<file path="src/rtl/quadrature_pkg.sv">
// Shared types and the A/B transition decoder for the quadrature encoder front end.
package quadrature_pkg;

    typedef enum logic {StInit, StRun} state_e;

    typedef logic signed [1:0] step_t;

    typedef struct packed {
        step_t step;
        logic  illegal;
    } decode_t;

    // {A,B} walks the Gray sequence 00,01,11,10 forward; a two-bit jump is illegal.
    function automatic decode_t decode_step(input logic [1:0] prev, input logic [1:0] cur);
        decode_t res;
        res.step    = 2'sb00;
        res.illegal = 1'b0;
        case ({prev, cur})
            4'b0001, 4'b0111, 4'b1110, 4'b1000: res.step = 2'sb01;
            4'b0100, 4'b1101, 4'b1011, 4'b0010: res.step = 2'sb11;
            4'b0011, 4'b1100, 4'b0110, 4'b1001: res.illegal = 1'b1;
            default: res.step = 2'sb00;
        endcase
        return res;
    endfunction

endpackage

</file>
<file path="src/rtl/quad_sat_accumulator.sv">
// Signed accumulator adding a -1/0/+1 step per cycle, saturating at the type limits,
// with a synchronous zero. sum_sat is the saturated next value, usable as a snapshot.
module quad_sat_accumulator
    import quadrature_pkg::*;
#(
    parameter int unsigned WIDTH = 12
) (
    input  logic             clk,
    input  logic             reset,
    input  logic             zero,
    input  step_t            add,
    output logic [WIDTH-1:0] sum_sat
);

    logic [WIDTH-1:0] acc_q;
    logic [WIDTH-1:0] acc_d;
    logic [WIDTH:0]   ext;

    always_comb begin
        ext = {acc_q[WIDTH-1], acc_q} + {{(WIDTH-1){add[1]}}, add};
        // Disagreeing top two bits mean the true sum left the WIDTH-bit range.
        if (ext[WIDTH] != ext[WIDTH-1]) begin
            sum_sat = ext[WIDTH] ? {1'b1, {(WIDTH-1){1'b0}}} : {1'b0, {(WIDTH-1){1'b1}}};
        end else begin
            sum_sat = ext[WIDTH-1:0];
        end
        acc_d = zero ? '0 : sum_sat;
    end

    always_ff @(posedge clk or posedge reset) begin
        if (reset) begin
            acc_q <= '0;
        end else begin
            acc_q <= acc_d;
        end
    end

endmodule

</file>
<file path="src/rtl/quadrature_decoder.sv">
// Quadrature encoder decoder: wrapping position count, per-period saturating velocity
// and a sticky illegal-transition flag, from clean clk-synchronous A/B levels.
module quadrature_decoder
    import quadrature_pkg::*;
#(
    parameter int unsigned COUNT_WIDTH    = 16,
    parameter int unsigned VELOCITY_WIDTH = 12
) (
    input  logic                      clk,
    input  logic                      reset,
    input  logic                      enc_a,
    input  logic                      enc_b,
    input  logic                      sample_strobe,
    input  logic                      clear,
    output logic [COUNT_WIDTH-1:0]    position,
    output logic [VELOCITY_WIDTH-1:0] velocity,
    output logic                      velocity_valid,
    output logic                      error
);

    state_e                    state_q, state_d;
    logic [1:0]                ab_q, ab_prev;
    logic [COUNT_WIDTH-1:0]    position_q, position_d;
    logic [VELOCITY_WIDTH-1:0] velocity_q, velocity_d;
    logic                      velocity_valid_q;
    logic                      error_q, error_d;
    decode_t                   decoded;
    step_t                     step;
    logic                      illegal;
    logic [VELOCITY_WIDTH-1:0] acc_sum;

    always_comb begin
        state_d = state_q;
        case (state_q)
            StInit:  state_d = StRun;
            StRun:   state_d = StRun;
            default: state_d = StInit;
        endcase

        decoded = decode_step(ab_prev, ab_q);
        illegal = (state_q == StRun) && decoded.illegal;
        // A clear discards the step of its own cycle everywhere, including the accumulator.
        step    = ((state_q == StRun) && !clear) ? decoded.step : 2'sb00;

        position_d = clear ? '0 : position_q + {{(COUNT_WIDTH-2){step[1]}}, step};
        error_d    = clear ? 1'b0 : (error_q | illegal);
        velocity_d = velocity_q;
        if (sample_strobe) begin
            velocity_d = clear ? '0 : acc_sum;
        end
    end

    quad_sat_accumulator #(
        .WIDTH (VELOCITY_WIDTH)
    ) u_acc (
        .clk     (clk),
        .reset   (reset),
        .zero    (clear | sample_strobe),
        .add     (step),
        .sum_sat (acc_sum)
    );

    always_ff @(posedge clk or posedge reset) begin
        if (reset) begin
            state_q          <= StInit;
            ab_q             <= 2'b00;
            ab_prev          <= 2'b00;
            position_q       <= '0;
            velocity_q       <= '0;
            velocity_valid_q <= 1'b0;
            error_q          <= 1'b0;
        end else begin
            state_q <= state_d;
            ab_q    <= {enc_a, enc_b};
            // In INIT both stages take the live level so the first RUN compare sees no motion.
            ab_prev          <= (state_q == StInit) ? {enc_a, enc_b} : ab_q;
            position_q       <= position_d;
            velocity_q       <= velocity_d;
            velocity_valid_q <= sample_strobe;
            error_q          <= error_d;
        end
    end

    assign position       = position_q;
    assign velocity       = velocity_q;
    assign velocity_valid = velocity_valid_q;
    assign error          = error_q;

endmodule

</file>
<file path="config.mk">
export PLATFORM = sky130hd
export DESIGN_NAME = quadrature_decoder
export DESIGN_NICKNAME = d
export VERILOG_FILES = /design/src/rtl/quadrature_pkg.sv /design/src/rtl/quad_sat_accumulator.sv /design/src/rtl/quadrature_decoder.sv
export SDC_FILE = /design/constraint.sdc
export NUM_CORES = 1
export LEC_CHECK = 0
export CAP_MARGIN = 20
export CORE_MARGIN = 4
export CORE_UTILIZATION = 50
export DETAILED_ROUTE_END_ITERATION = 6
export GPL_TIMING_DRIVEN = 1
export PLACE_DENSITY = 0.7
export SYNTH_ARGS = -nofsm -noshare
export SYNTH_HDL_FRONTEND = slang
export SYNTH_HIERARCHICAL = 1
export SYNTH_SLANG_ARGS = --single-unit
</file>
<file path="constraint.sdc">
create_clock -name clk -period 7.6 [get_ports clk]
set_clock_uncertainty 0.2 [all_clocks]
set_input_delay 0.76 -clock clk [delete_from_list [all_inputs] [get_ports clk]]
set_output_delay 0.76 -clock clk [all_outputs]
set_load 0.05 [all_outputs]
</file>
## Word-level counts from Yosys, hierarchy flattened

Index checks and enable logic that the tools add are counted.

- Output and inout bits: 30
- Input bits: 6
- Flip-flop bits (word level): 47
- Logic and storage cells: 41

- Bitwise logic cells: 2
- Eq/ne operators: 13
- Multiplexer cells: 10
- Add/sub/neg operators: 2
- Reduce and logical (&&, ||, !) cells: 6

Operator list:

| kind | count |
|---|---|
| 12-bit two-way mux | 4 |
| 4-bit == test, second input constant | 6 |
| 16-bit adder | 1 |
| 16-bit two-way mux | 1 |
| 12-bit by 2-bit adder with 13-bit output | 1 |
| 4-bit by 3-bit == test with 1-bit output, second input constant | 3 |
| 4-bit OR reduction | 3 |
| 4-bit by 2-bit == test with 1-bit output, second input constant | 2 |
| 4-bit by 1-bit == test with 1-bit output, second input constant | 1 |
| 2-bit two-way mux | 2 |
| 2-bit case mux with 2 select lines | 1 |
| 1-bit logical AND | 2 |
| 1-bit two-way mux | 2 |
| 1-bit bitwise OR | 2 |
| 1-bit logical NOT | 1 |
| 1-bit inequality test | 1 |

## Longest topological paths before layout

Gate-level depths: netlist of run 1.

- Word-level depth: 8
- Depth in mapped cells: 16
- Mapped depth without buffers: 15

## Cells and area by module

The synthesis of run 1 kept the hierarchy.

Modules (own cells, without submodules):

| module | times used | cells an instance | area each (um^2) |
|---|---|---|---|
| quadrature_decoder | 1 | 205 | 1981.9 |
| quad_sat_accumulator | 1 | 126 | 1127.3 |

## Worst setup path before layout of run 1

OpenSTA, ideal clock, no wires.

- Path type: input to register
- Start: input port clear
- End: register u_acc.acc_q[10]
- Cell stages on the path: 14
- Path buffers: 2
- Path slack: 3.239 ns
- Arrival time: 4.065 ns
- Setup time: 0.095 ns
- Cells stage by stage: buf_2 nand2b_1 nor3_2 inv_1 fa_1 nand2b_1 a21oi_2 o21ai_2 a21boi_2 o31a_4 inv_2 or3_1 buf_6 o31ai_1

- Cells in the longest elaborated chain, start to end: 7
- Elaborated cells on any way between the ends: 9

Ends and longest elaborated chain:

| element | RTL line | text |
|---|---|---|
| start, declared | quadrature_decoder.sv:14 | `input logic clear,` |
| 1-bit logical NOT (*) | quadrature_decoder.sv:43 | `step = ((state_q == StRun) && !clear) ? decoded.step : 2'sb00;` |
| 1-bit logical AND (*) | quadrature_decoder.sv:43 |  |
| 2-bit two-way mux (*) | quadrature_decoder.sv:43 |  |
| via step[1] | quadrature_decoder.sv:28 | `step_t step;` |
| 12-bit by 2-bit adder with 13-bit output (*) | quad_sat_accumulator.sv:20 | `ext = {acc_q[WIDTH-1], acc_q} + {{(WIDTH-1){add[1]}}, add};` |
| 12-bit two-way mux or 1-bit inequality test (tied branches) | quad_sat_accumulator.sv:23, quad_sat_accumulator.sv:22 |  |
| 12-bit two-way mux (*) | quad_sat_accumulator.sv:22 | `if (ext[WIDTH] != ext[WIDTH-1]) begin` |
| 12-bit two-way mux (*) | quad_sat_accumulator.sv:27 | `acc_d = zero ? '0 : sum_sat;` |
| via u_acc.acc_d[10] | quad_sat_accumulator.sv:16 | `logic [WIDTH-1:0] acc_d;` |
| end signal, assigned | quad_sat_accumulator.sv:32 | `acc_q <= '0;` |
| end signal, assigned | quad_sat_accumulator.sv:34 | `acc_q <= acc_d;` |
| end, declared | quad_sat_accumulator.sv:15 | `logic [WIDTH-1:0] acc_q;` |

Mark *: on every way through the listed nets, which the timed path passes. The rest lies on a longest branch.
A chain may end at the register's enable or synchronous reset.

## Worst setup path in the final report of run 1

- Start: input port clear
- End: register velocity_q[7] (netlist: velocity[7])

- Cells in the longest elaborated chain, start to end: 7
- Elaborated cells on any way between the ends: 8

Ends and longest elaborated chain:

| element | RTL line | text |
|---|---|---|
| 1-bit logical NOT (*) | quadrature_decoder.sv:43 |  |
| 1-bit logical AND (*) | quadrature_decoder.sv:43 |  |
| 2-bit two-way mux (*) | quadrature_decoder.sv:43 |  |
| via step[1] | quadrature_decoder.sv:28 |  |
| 12-bit by 2-bit adder with 13-bit output (*) | quad_sat_accumulator.sv:20 |  |
| 12-bit two-way mux or 1-bit inequality test (tied branches) | quad_sat_accumulator.sv:23, quad_sat_accumulator.sv:22 |  |
| 12-bit two-way mux (*) | quad_sat_accumulator.sv:22 |  |
| via acc_sum[7] | quadrature_decoder.sv:30 | `logic [VELOCITY_WIDTH-1:0] acc_sum;` |
| 12-bit two-way mux (*) | quadrature_decoder.sv:49 | `velocity_d = clear ? '0 : acc_sum;` |
| end signal, assigned | quadrature_decoder.sv:78 | `velocity_q <= velocity_d;` |
| end, declared | quadrature_decoder.sv:24 | `logic [VELOCITY_WIDTH-1:0] velocity_q, velocity_d;` |

Marks and branches as above.

==> key figures, run 1 <==
Run status
  – Status: complete, no violations

Clock tree
  – CTS resizes: 0
  – Root Buffer: clkbuf_8
  – H-tree Lvls: 2
  – CTS Hold Buffers Added: 0
  – Clock sink total: 47
  – Clk pin slew, worst setup/hold paths: 0.08 ns
  – CTS Buf Count: 5
  – CTS tree: yes
  – Clock tree buffer depth: 2
  – Post-CTS Setup Bufs: 0
  – Worst-skew pair later-pin latency: 0.30 ns

Global routing
  – Gr ovfl total: 0
  – Largest net degree at the start of global routing: 36
  – Vias in the first global route: 2409
  – Initial antenna violation count: 0
  – Tot GR Track Use: 19.3%
  – First-pass GRT wire length: 11500 µm

Route
  – Top Metal Used: met4
  – Met3 wire length: 298 µm
  – Post-route DRC: 0
  – Vias per cell: 5.57
  – Initial detailed-routing violation count: 96
  – Met2 WL post-DR: 3040 µm
  – DR WL/cell: 15.2 µm
  – ANT nets after route: 0
  – 1st-pass router iterations: 4
  – Met1 WL: 3220 µm
  – WL final: 6660 µm
  – DR vias: 2447

STA
  – Final hold violation count: 0
  – Slew HR: 39.9%
  – Final setup viols: 0
  – Unrepaired setup endpoints after global routing: false
  – Fmax: 0.193 GHz
  – Crit share post-route: 68.3%
  – Slew Limit Fails: 0
  – Measured slew at the worst slew-check pin: 0.898 ns
  – Worst Setup Slack, final: 2.41 ns
  – Minimum clock period: 5.19 ns
  – Setup TNS: 0 ns

Critical path
  – R2R Setup Slk: 3.54 ns
  – Critical Path Start: clear
  – Worst Reg-to-Reg Cells: 13
  – Reg2reg end: velocity[7]$_DFFE_PP0P_
  – Kind of critical path: input pin to flop
  – Worst setup SP type: input pin
  – Setup crit end kind: flop
  – CP arrival: 5.15 ns
  – CP Max Fanout: 27
  – Worst reg2reg startpoint: ab_q[0]$_DFF_PP0_
  – Setup crit end: velocity[7]$_DFFE_PP0P_
  – Critical path required time: 7.56 ns

Placed design
  – DP Wirelength: 5050 µm
  – Port Buffers: 35
  – DP Worst Slack: 2.08 ns
  – RD Place Congestion: 0.829

Floorplan
  – Row cnt: 28
  – Io pins: 36
  – Die H: 86.9 µm
  – Initial Utilization: 51.9%
  – Die Wd: 86.9 µm
  – Core area: 5990 µm²
  – Die Area: 7540 µm²

Final layout
  – Most frequent cells in the layout: dfrtp_1 (47), clkdlybuf4s50_1 (35), nand2_1 (30), ha_1 (27), inv_1 (23)
  – Fraction of layout cells with a size suffix above 1: 8.52%
  – Most common cell after layout, fill and taps aside: dfrtp_1
  – N_diodes: 0
  – Filler cell count: 519
  – Nets: 399
  – Area Growth Syn to Fin: 16.1%

Synth
  – Seq/Total Area, Yosys: 37.8%
  – Synthesized area per cell: 9.39 µm²
  – Number of synthesized flops with an enable pin: 0
  – Synthesized instance count: 331
  – Register bit total from synthesis: 47
  – Largest cells by area after synthesis: dfrtp_1 (38%), ha_1 (11%), nand2_1 (3.6%), a21oi_1 (3.5%), xor2_1 (3.4%)
  – Cell accounting for the most synthesized area: dfrtp_1
  – Synth Warn #: 6
  – Primary FF master, synth: dfrtp_1
  – Syn nets: 366
  – Syn Std Cell Area: 3110 µm²
  – Yosys cell types: 60
  – Share of the synthesized area in the top cell type: 37.8%
  – Asr flop ratio synth: 100%

Worst hold path
  – Hold crit path type: flop to flop

Flow run
  – Max-Cap Viols: 0

Power
  – VDD IR max: 132 µV
  – LEAKAGE: 1.63 nW
  – Cell Pwr Density: 205 nW/µm²
how the worst min path moves through the flow:
stage | from | to | slack, ns | depth (start not counted)
floorplan | ab_q[0]$_DFF_PP0_ | ab_prev[0]$_DFF_PP0_ | 0.34 | 1
global placement | error$_DFF_PP0_ | error$_DFF_PP0_ | 0.30 | 1
detailed placement | error$_DFF_PP0_ | error$_DFF_PP0_ | 0.30 | 1
CTS | error$_DFF_PP0_ | error$_DFF_PP0_ | 0.32 | 1
global route | error$_DFF_PP0_ | error$_DFF_PP0_ | 0.36 | 1
finish | error$_DFF_PP0_ | error$_DFF_PP0_ | 0.32 | 1
state kept, by name, indices dropped and copies added, names as in the netlist:
signal,cells
velocity,12
velocity_valid,1
ab_prev,2
ab_q,2
u_acc/acc_q,12
position,16
state_q,1
error,1
area by class of cell:
cell class	count	area, µm²	share of cell area, %
inverter	24	90.1	2.50
multi-input combinational	249	1780	49.4
sequential	47	1180	32.6
tap	75	93.8	2.60
clock inverter	1	30.0	0.832
timing repair buffer	37	365	10.1
clock buffer	6	72.6	2.01
routing by layer:
layer / up-vias / track usage (%)
met5: - / 0
met4: 0 / 6.94
met3: 10 / 3.31
met2: 48 / 29.8
met1: 1152 / 27.3
li1: 1237 / -
stage by stage:
stage	cells	area (µm²)	power, W	utilization, %	hold WS, ns
finish	439	3610	0.000740	60.3	0.325
global route	439	3610	0.000781	60.3	0.361
CTS	439	3610	0.000746	60.3	0.324
detailed placement	432	3510	0.000565	58.5	0.300
global placement	432	3510	0.000562	58.5	0.296
floorplan	331	3110	0.000490	-	0.343
power by group:
| group | internal (W) | total (W) | switching (W) |
|---|---|---|---|
| combinational | 0.0000921 | 0.000266 | 0.000174 |
| sequential | 0.000278 | 0.000294 | 0.0000167 |
| clock | 0.0000965 | 0.000180 | 0.0000832 |
synthesized netlist by cell type, types with 2 or more instances:
library cell / number
a21oi_1: 22
nor3_1: 4
or3_1: 3
mux2i_1: 2
o21ai_1: 12
a211oi_1: 5
a21oi_2: 6
nand2_1: 30
o21ai_0: 18
nor2b_1: 9
xor2_1: 12
xnor2_1: 9
o21a_1: 4
o21ai_2: 2
dfrtp_1: 47
clkbuf_1: 5
a21o_1: 3
o31ai_1: 9
inv_1: 23
buf_6: 3
o211ai_1: 3
fa_1: 2
nor2_1: 20
o22ai_1: 2
nand3_1: 6
nand2b_1: 5
buf_2: 2
and3_1: 2
ha_1: 27
mux2_2: 2
a31oi_1: 3
critical path, stage by stage:
cell             delay [ns]
clkdlybuf4s50_1        0.87
nand2b_1               0.42
nor3_4                 0.51
buf_4                  0.35
ha_1                   0.32
a21oi_1                0.21
nand2_1                0.08
o21ai_2                0.16
a21boi_2               0.07
o31a_4                 0.37
nor3_4                 0.65
o21ai_1                0.17
nand2_1                0.09
o21ai_0                0.10
cells by family after synthesis:
kind of cell | count (synthesis) | synth area share, %
compound gates | 104 | 22.6
simple gates | 88 | 14.1
flops | 47 | 37.8
buf+inv | 35 | 5.07
fa+ha+maj | 29 | 12.2
xor+xnor | 21 | 5.92
mux | 6 | 2.21
other cells | 1 | 0.121
Note: power is estimated with default switching activity, not from simulation.
==> run 2, diff against run 1 <==
Clock period 7.6 ns to 5 ns, I/O delays scaled along.
==> run 2 against run 1 <==
- worst setup slack lost 1.3 ns
- sequential power up 51%
- total power increased by 47%
- global-route usage decreased by 0.83 points
- critical path depth down 1
- hold slack worse by 0.0056 ns
==> key figures, run 2 (synthesis gave the netlist of run 1 again) <==
Run status
  – Status: complete, no violations (unchanged)

Clock tree
  – Root Buffer: clkbuf_8 (unchanged)
  – CTS Hold Buffers Added: 0 (unchanged)
  – CTS resizes: 0 (unchanged)
  – Clk pin slew, worst setup/hold paths: 0.09 ns (was 0.08 ns)
  – Clock sink total: 47 (unchanged)
  – Worst-skew pair later-pin latency: 0.30 ns (about the same)
  – H-tree Lvls: 2 (unchanged)
  – CTS tree: yes (unchanged)
  – CTS Buf Count: 5 (unchanged)
  – Clock tree buffer depth: 2 (unchanged)
  – Post-CTS Setup Bufs: 0 (unchanged)

Critical path
  – Setup crit end kind: flop (unchanged)
  – Critical path required time: 4.97 ns (was 7.56 ns)
  – Slowest-stage cell, CP: nor3_4 (was clkdlybuf4s50_1)
  – Crit path cell chain: clkdlybuf4s50_1 -> nand2b_1 -> nor3_4 -> ha_1 -> o211ai_1 -> a21oi_2 -> o21ai_2 -> a21boi_2 -> o31a_4 -> nor3_4 -> o21ai_1 -> nand2_1 -> o21ai_0 (was clkdlybuf4s50_1 -> nand2b_1 -> nor3_4 -> buf_4 -> ha_1 -> a21oi_1 -> nand2_1 -> o21ai_2 -> a21boi_2 -> o31a_4 -> nor3_4 -> o21ai_1 -> nand2_1 -> o21ai_0)
  – CP Depth: 13 (was 14)
  – CP arrival: 3.84 ns (was 5.15 ns)
  – Crit path buf inv count: 1 (was 2)
  – Kind of critical path: input pin to flop (unchanged)
  – CP Max Fanout: 17 (was 27)
  – Worst reg2reg startpoint: ab_q[0]$_DFF_PP0_ (unchanged)
  – Worst setup SP type: input pin (unchanged)
  – Crit path largest cell delay: 0.54 ns (was 0.87 ns)
  – Top Family by Delay on Critical Path: simple AND/OR/NAND/NOR gates (unchanged)
  – Critical Path Start: clear (unchanged)
  – Reg2reg end: velocity[4]$_DFFE_PP0P_ (was velocity[7]$_DFFE_PP0P_)
  – R2R Setup Slk: 1.31 ns (was 3.54 ns)
  – Worst Reg-to-Reg Cells: 12 (was 13)
  – Cell mode on critical path: nor3_4
  – Setup crit end: velocity[4]$_DFFE_PP0P_ (was velocity[7]$_DFFE_PP0P_)

Final layout
  – Filler cell count: 502 (was 519)
  – Largest register FFs: 16 (unchanged)
  – Fraction of layout cells with a size suffix above 1: 9.78% (was 8.52%)
  – Most common cell after layout, fill and taps aside: dfrtp_1 (unchanged)
  – N_diodes: 0 (unchanged)
  – Area Growth Syn to Fin: 16.5% (was 16.1%)
  – Sequential cell area: 1180 µm² (unchanged)
  – Final Util: 60.5% (was 60.3%)
  – Nets: 402 (was 399)
  – Most frequent cells in the layout: dfrtp_1 (47), clkdlybuf4s50_1 (35), nand2_1 (30), ha_1 (27), inv_1 (23) (unchanged)
  – Multi-input logic area: 1780 µm² (unchanged)

Route
  – DR WL/cell: 14.5 µm (was 15.2 µm)
  – Post-route DRC: 0 (unchanged)
  – ANT nets after route: 0 (unchanged)
  – Vias per cell: 5.63 (was 5.57)
  – Initial detailed-routing violation count: 149 (was 96)
  – DR vias: 2496 (was 2447)
  – 1st-pass router iterations: 4 (unchanged)
  – WL final: 6430 µm (was 6660 µm)

STA
  – Slew Limit Fails: 0 (unchanged)
  – Unrepaired setup endpoints after global routing: false (unchanged)
  – Slew HR: 53.8% (was 39.9%)
  – Fmax: 0.258 GHz
  – Setup TNS: 0 ns (unchanged)
  – Final hold slack: 0.319 ns (was 0.325 ns)
  – Minimum clock period: 3.87 ns
  – Crit share post-route: 77.5%
  – Measured slew at the worst slew-check pin: 0.692 ns (was 0.898 ns)
  – Final hold violation count: 0 (unchanged)
  – Final setup viols: 0 (unchanged)

Placed design
  – RD Place Congestion: 0.861 (was 0.829)
  – Port Buffers: 35 (unchanged)
  – DP Wirelength: 4930 µm (was 5050 µm)

Power
  – LEAKAGE: 1.64 nW (was 1.63 nW)
  – VDD IR max: 225 µV (was 132 µV)
  – Cell Pwr Density: 300 nW/µm² (was 205 nW/µm²)
  – Overall Power: 0.00109 W (was 0.000740 W)

Flow run
  – Max-Cap Viols: 0 (unchanged)

Global routing
  – Vias in the first global route: 2399 (was 2409)
  – Tot GR Track Use: 18.5% (was 19.3%)
  – Initial antenna violation count: 0 (unchanged)
  – Gr ovfl total: 0 (unchanged)
  – Largest net degree at the start of global routing: 36 (unchanged)
  – First-pass GRT wire length: 11100 µm (was 11500 µm)

Floorplan
  – Die Wd: 86.9 µm (unchanged)
  – Die Area: 7540 µm² (unchanged)
  – Core area: 5990 µm² (unchanged)
  – Row cnt: 28 (unchanged)
  – Die H: 86.9 µm (unchanged)
  – Io pins: 36 (unchanged)
  – Initial Utilization: 51.9% (unchanged)

Worst hold path
  – Hold crit path type: flop to flop (unchanged)
run 2: cell count changes in the layout (fill, tap and decap cells not counted), sizes merged:
cell      change
clkinvlp      +1
bufinv        -1
clkinv        +2
clkbuf        -1
buf           +3
run 2: worst min-delay path by stage:
| stage | end | slack [ns] | start | cells past startpoint |
|---|---|---|---|---|
| 2_1_floorplan | u_acc/acc_q[0]$_DFF_PP0_ | 0.16 | reset | 1 |
| 3_3_place_gp | error$_DFF_PP0_ | 0.30 | error$_DFF_PP0_ | 1 |
| 3_5_place_dp | error$_DFF_PP0_ | 0.29 | error$_DFF_PP0_ | 1 |
| 4_1_cts | error$_DFF_PP0_ | 0.32 | error$_DFF_PP0_ | 1 |
| 5_1_grt | error$_DFF_PP0_ | 0.36 | error$_DFF_PP0_ | 1 |
| 6_report | error$_DFF_PP0_ | 0.32 | error$_DFF_PP0_ | 1 |
run 2: layer usage:
layer	GRT usage, %	routed length (µm)
met1	26.1	3180
met2	28.6	2890
met3	3.78	267
met4	5.67	85
met5	0	0
run 2: power breakdown:
part           internal [W]  leakage [nW]  total [W]  switching, W
clock network      0.000100        0.0443   0.000235      0.000135
logic              0.000142         0.969   0.000407      0.000265
registers          0.000422         0.626   0.000445     0.0000236
run 2: layout make-up:
class                   instances  area share, %
multi-input cells             249           49.2
flip-flops and latches         47           32.5
repair buffers                 40           10.7
well taps                      75           2.59
inverters                      24           2.49
clock buffers                   5           1.90
clock inverters                 3          0.691
run 2: worst reg2reg max path, stage by stage (launching register included):
cell	delay, ns
dfrtp_1	0.42
xor2_1	0.20
nor3_4	0.53
ha_1	0.38
o211ai_1	0.22
a21oi_2	0.08
o21ai_2	0.17
a21boi_2	0.07
o31a_4	0.36
nor3_4	0.54
o21ai_1	0.18
nand2_1	0.11
o21ai_0	0.09
run 2: per-stage QoR:
stage          instance area [µm²]  instances  worst slack, ns
2_1_floorplan                 3110        331            0.899
3_3_place_gp                  3530        435            0.878
3_5_place_dp                  3530        435            0.804
4_1_cts                       3620        443             1.12
5_1_grt                       3620        443            0.848
6_report                      3620        443             1.13
==> run 3, diff against run 2 <==
Settings changed: PLACE_DENSITY 0.7 to 0.73.
Clock period 5 ns to 3.4 ns, I/O delays scaled along.
==> run 3 against run 2 <==
- sequential power is 48% higher
- first-iteration DRC count is 31% lower
- critical path type is now flop to flop
- critical path depth is 1 higher
- cell count is 2.3% higher
- global-route usage is 0.21 points higher
- utilization is 3.3 points higher
- via count hardly changed
- design area is 5.5% higher
- count of clock-buffer cells in the layout stayed put
- die area stayed put
==> key figures, run 3 (synthesis gave the netlist of run 1 again) <==
Route
  – Met1 WL: 3420 µm (was 3180 µm)
  – Met3 wire length: 181 µm (was 267 µm)
  – ANT nets after route: 0 (unchanged)
  – WL final: 6690 µm (was 6430 µm)
  – Vias per cell: 5.51 (was 5.63)
  – Met2 WL post-DR: 3020 µm (was 2890 µm)
  – Post-route DRC: 0 (unchanged)
  – Top Metal Used: met4 (unchanged)
  – 1st-pass router iterations: 4 (unchanged)
  – DR WL/cell: 14.8 µm (was 14.5 µm)
  – DR vias: 2494 (was 2496)
  – Initial detailed-routing violation count: 103 (was 149)

Floorplan
  – Row cnt: 28 (unchanged)
  – Io pins: 36 (unchanged)
  – Die Wd: 86.9 µm (unchanged)
  – Die H: 86.9 µm (unchanged)
  – Core area: 5990 µm² (unchanged)
  – Initial Utilization: 51.9% (unchanged)
  – Die Area: 7540 µm² (unchanged)

Global routing
  – First-pass GRT wire length: 11500 µm (was 11100 µm)
  – Initial antenna violation count: 0 (unchanged)
  – Gr ovfl total: 0 (unchanged)
  – Vias in the first global route: 2491 (was 2399)
  – Tot GR Track Use: 18.7% (was 18.5%)
  – Largest net degree at the start of global routing: 36 (unchanged)

STA
  – Slew HR: 55.1% (was 53.8%)
  – Final hold slack: 0.189 ns (was 0.319 ns)
  – Crit share post-route: 95.4%
  – Minimum clock period: 3.24 ns
  – Final hold violation count: 0 (unchanged)
  – Slew Limit Fails: 0 (unchanged)
  – Final setup viols: 0 (unchanged)
  – Measured slew at the worst slew-check pin: 0.672 ns (was 0.692 ns)
  – Unrepaired setup endpoints after global routing: false (unchanged)
  – Fmax: 0.308 GHz

Final layout
  – Largest register FFs: 16 (unchanged)
  – Final Util: 63.8% (was 60.5%)
  – Area Growth Syn to Fin: 22.9% (was 16.5%)
  – Most frequent cells in the layout: dfrtp_1 (46), clkdlybuf4s50_1 (35), nand2_1 (30), ha_1 (27), inv_1 (22) (was dfrtp_1 (47), clkdlybuf4s50_1 (35), nand2_1 (30), ha_1 (27), inv_1 (23))
  – Nets: 412 (was 402)
  – Fraction of layout cells with a size suffix above 1: 15.3% (was 9.78%)
  – Most common cell after layout, fill and taps aside: dfrtp_1 (unchanged)
  – Design Area, Final: 3820 µm² (was 3620 µm²)
  – N_diodes: 0 (unchanged)

Clock tree
  – Worst-skew pair later-pin latency: 0.30 ns (about the same)
  – CTS Buf Count: 5 (unchanged)
  – Clock tree buffer depth: 2 (unchanged)
  – Clk pin slew, worst setup/hold paths: 0.10 ns (was 0.09 ns)
  – H-tree Lvls: 2 (unchanged)
  – CTS Hold Buffers Added: 0 (unchanged)
  – CTS tree: yes (unchanged)
  – Clock sink total: 47 (unchanged)
  – Root Buffer: clkbuf_8 (unchanged)

Critical path
  – Worst reg2reg startpoint: ab_prev[0]$_DFF_PP0_ (was ab_q[0]$_DFF_PP0_)
  – CP arrival: 3.24 ns (was 3.84 ns)
  – Critical path required time: 3.40 ns (was 4.97 ns)
  – Setup crit end: u_acc/acc_q[9]$_DFF_PP0_ (was velocity[4]$_DFFE_PP0P_)
  – Worst Reg-to-Reg Cells: 14 (was 12)
  – Kind of critical path: flop to flop (was input pin to flop)
  – CP Max Fanout: 10 (was 17)
  – R2R Setup Slk: 0.16 ns (was 1.31 ns)
  – Worst setup SP type: flop (was input pin)
  – Reg2reg end: u_acc/acc_q[9]$_DFF_PP0_ (was velocity[4]$_DFFE_PP0P_)
  – Setup crit end kind: flop (unchanged)
  – Critical Path Start: ab_prev[0]$_DFF_PP0_ (was clear)

Power
  – Overall Power: 0.00171 W (was 0.00109 W)
  – LEAKAGE: 1.75 nW (was 1.64 nW)
  – Cell Pwr Density: 448 nW/µm² (was 300 nW/µm²)
  – VDD IR max: 352 µV (was 225 µV)

Flow run
  – Max-Cap Viols: 0 (unchanged)

Placed design
  – Placed Area: 3620 µm² (was 3530 µm²)
  – DP Wirelength: 4860 µm (was 4930 µm)
  – Port Buffers: 35 (unchanged)
  – RD Place Congestion: 0.835 (was 0.861)

Worst hold path
  – Hold crit path type: input pin to asynchronous set/reset pin (was flop to flop)

Run status
  – Status: complete, no violations (unchanged)
[run 3: layer usage]
layer  track usage (%)  vias to the layer above
met5                 0                        -
met4              4.53                        0
met3              2.93                        7
met2              29.0                       38
met1              27.4                     1187
li1                  -                     1262
[run 3: per-stage QoR]
stage / TNS (ns) / setup slack (ns) / instances
finish: 0 / 0.156 / 453
global route: 0 / 0.0122 / 453
CTS: 0 / 0.0495 / 451
detailed placement: -2.67 / -0.200 / 443
global placement: -1.35 / -0.105 / 443
floorplan: -0.594 / -0.0703 / 331
[run 3: what timing repair did]
action,4_1_cts,5_1_grt
pin swaps,0,3
cloned,0,1
endpoints found under the setup margin,9,22
setup buffers,0,1
gates resized for setup,1,8
[run 3: final cells by class]
type / instances / area, µm²
Clock buffer: 5 / 68.8
Clock inverter: 3 / 47.5
Tap cell: 75 / 93.8
Multi-Input combinational cell: 249 / 1840
Sequential cell: 47 / 1180
Fill cell: 485 / 2170
Timing Repair Buffer: 50 / 505
Inverter: 24 / 90.1
[run 3: worst min-delay path by stage]
| stage | start | to | cells past startpoint |
|---|---|---|---|
| floorplan | reset | u_acc/acc_q[0]$_DFF_PP0_ | 1 |
| global placement | error$_DFF_PP0_ | error$_DFF_PP0_ | 1 |
| detailed placement | error$_DFF_PP0_ | error$_DFF_PP0_ | 1 |
| CTS | reset | u_acc/acc_q[0]$_DFF_PP0_ | 2 |
| global route | reset | u_acc/acc_q[4]$_DFF_PP0_ | 2 |
| finish | reset | u_acc/acc_q[3]$_DFF_PP0_ | 2 |
[run 3: worst max-delay path: stages, from the launching register on]
cell and delay [ns]:
dfrtp_1 0.44, xnor2_2 0.22, xnor2_1 0.09, nor2_1 0.20, ha_1 0.24, inv_1 0.07, fa_2 0.35, nand2b_4 0.16
a21oi_2 0.17, o21ai_2 0.09, a21boi_2 0.13, o31a_4 0.19, inv_2 0.05, or3_4 0.43, o31ai_1 0.11
[run 3: power breakdown]
group          internal [W]  switching [W]  total [W]
Sequential         0.000620      0.0000377   0.000658
Clock              0.000223       0.000202   0.000425
Combinational      0.000229       0.000399   0.000628
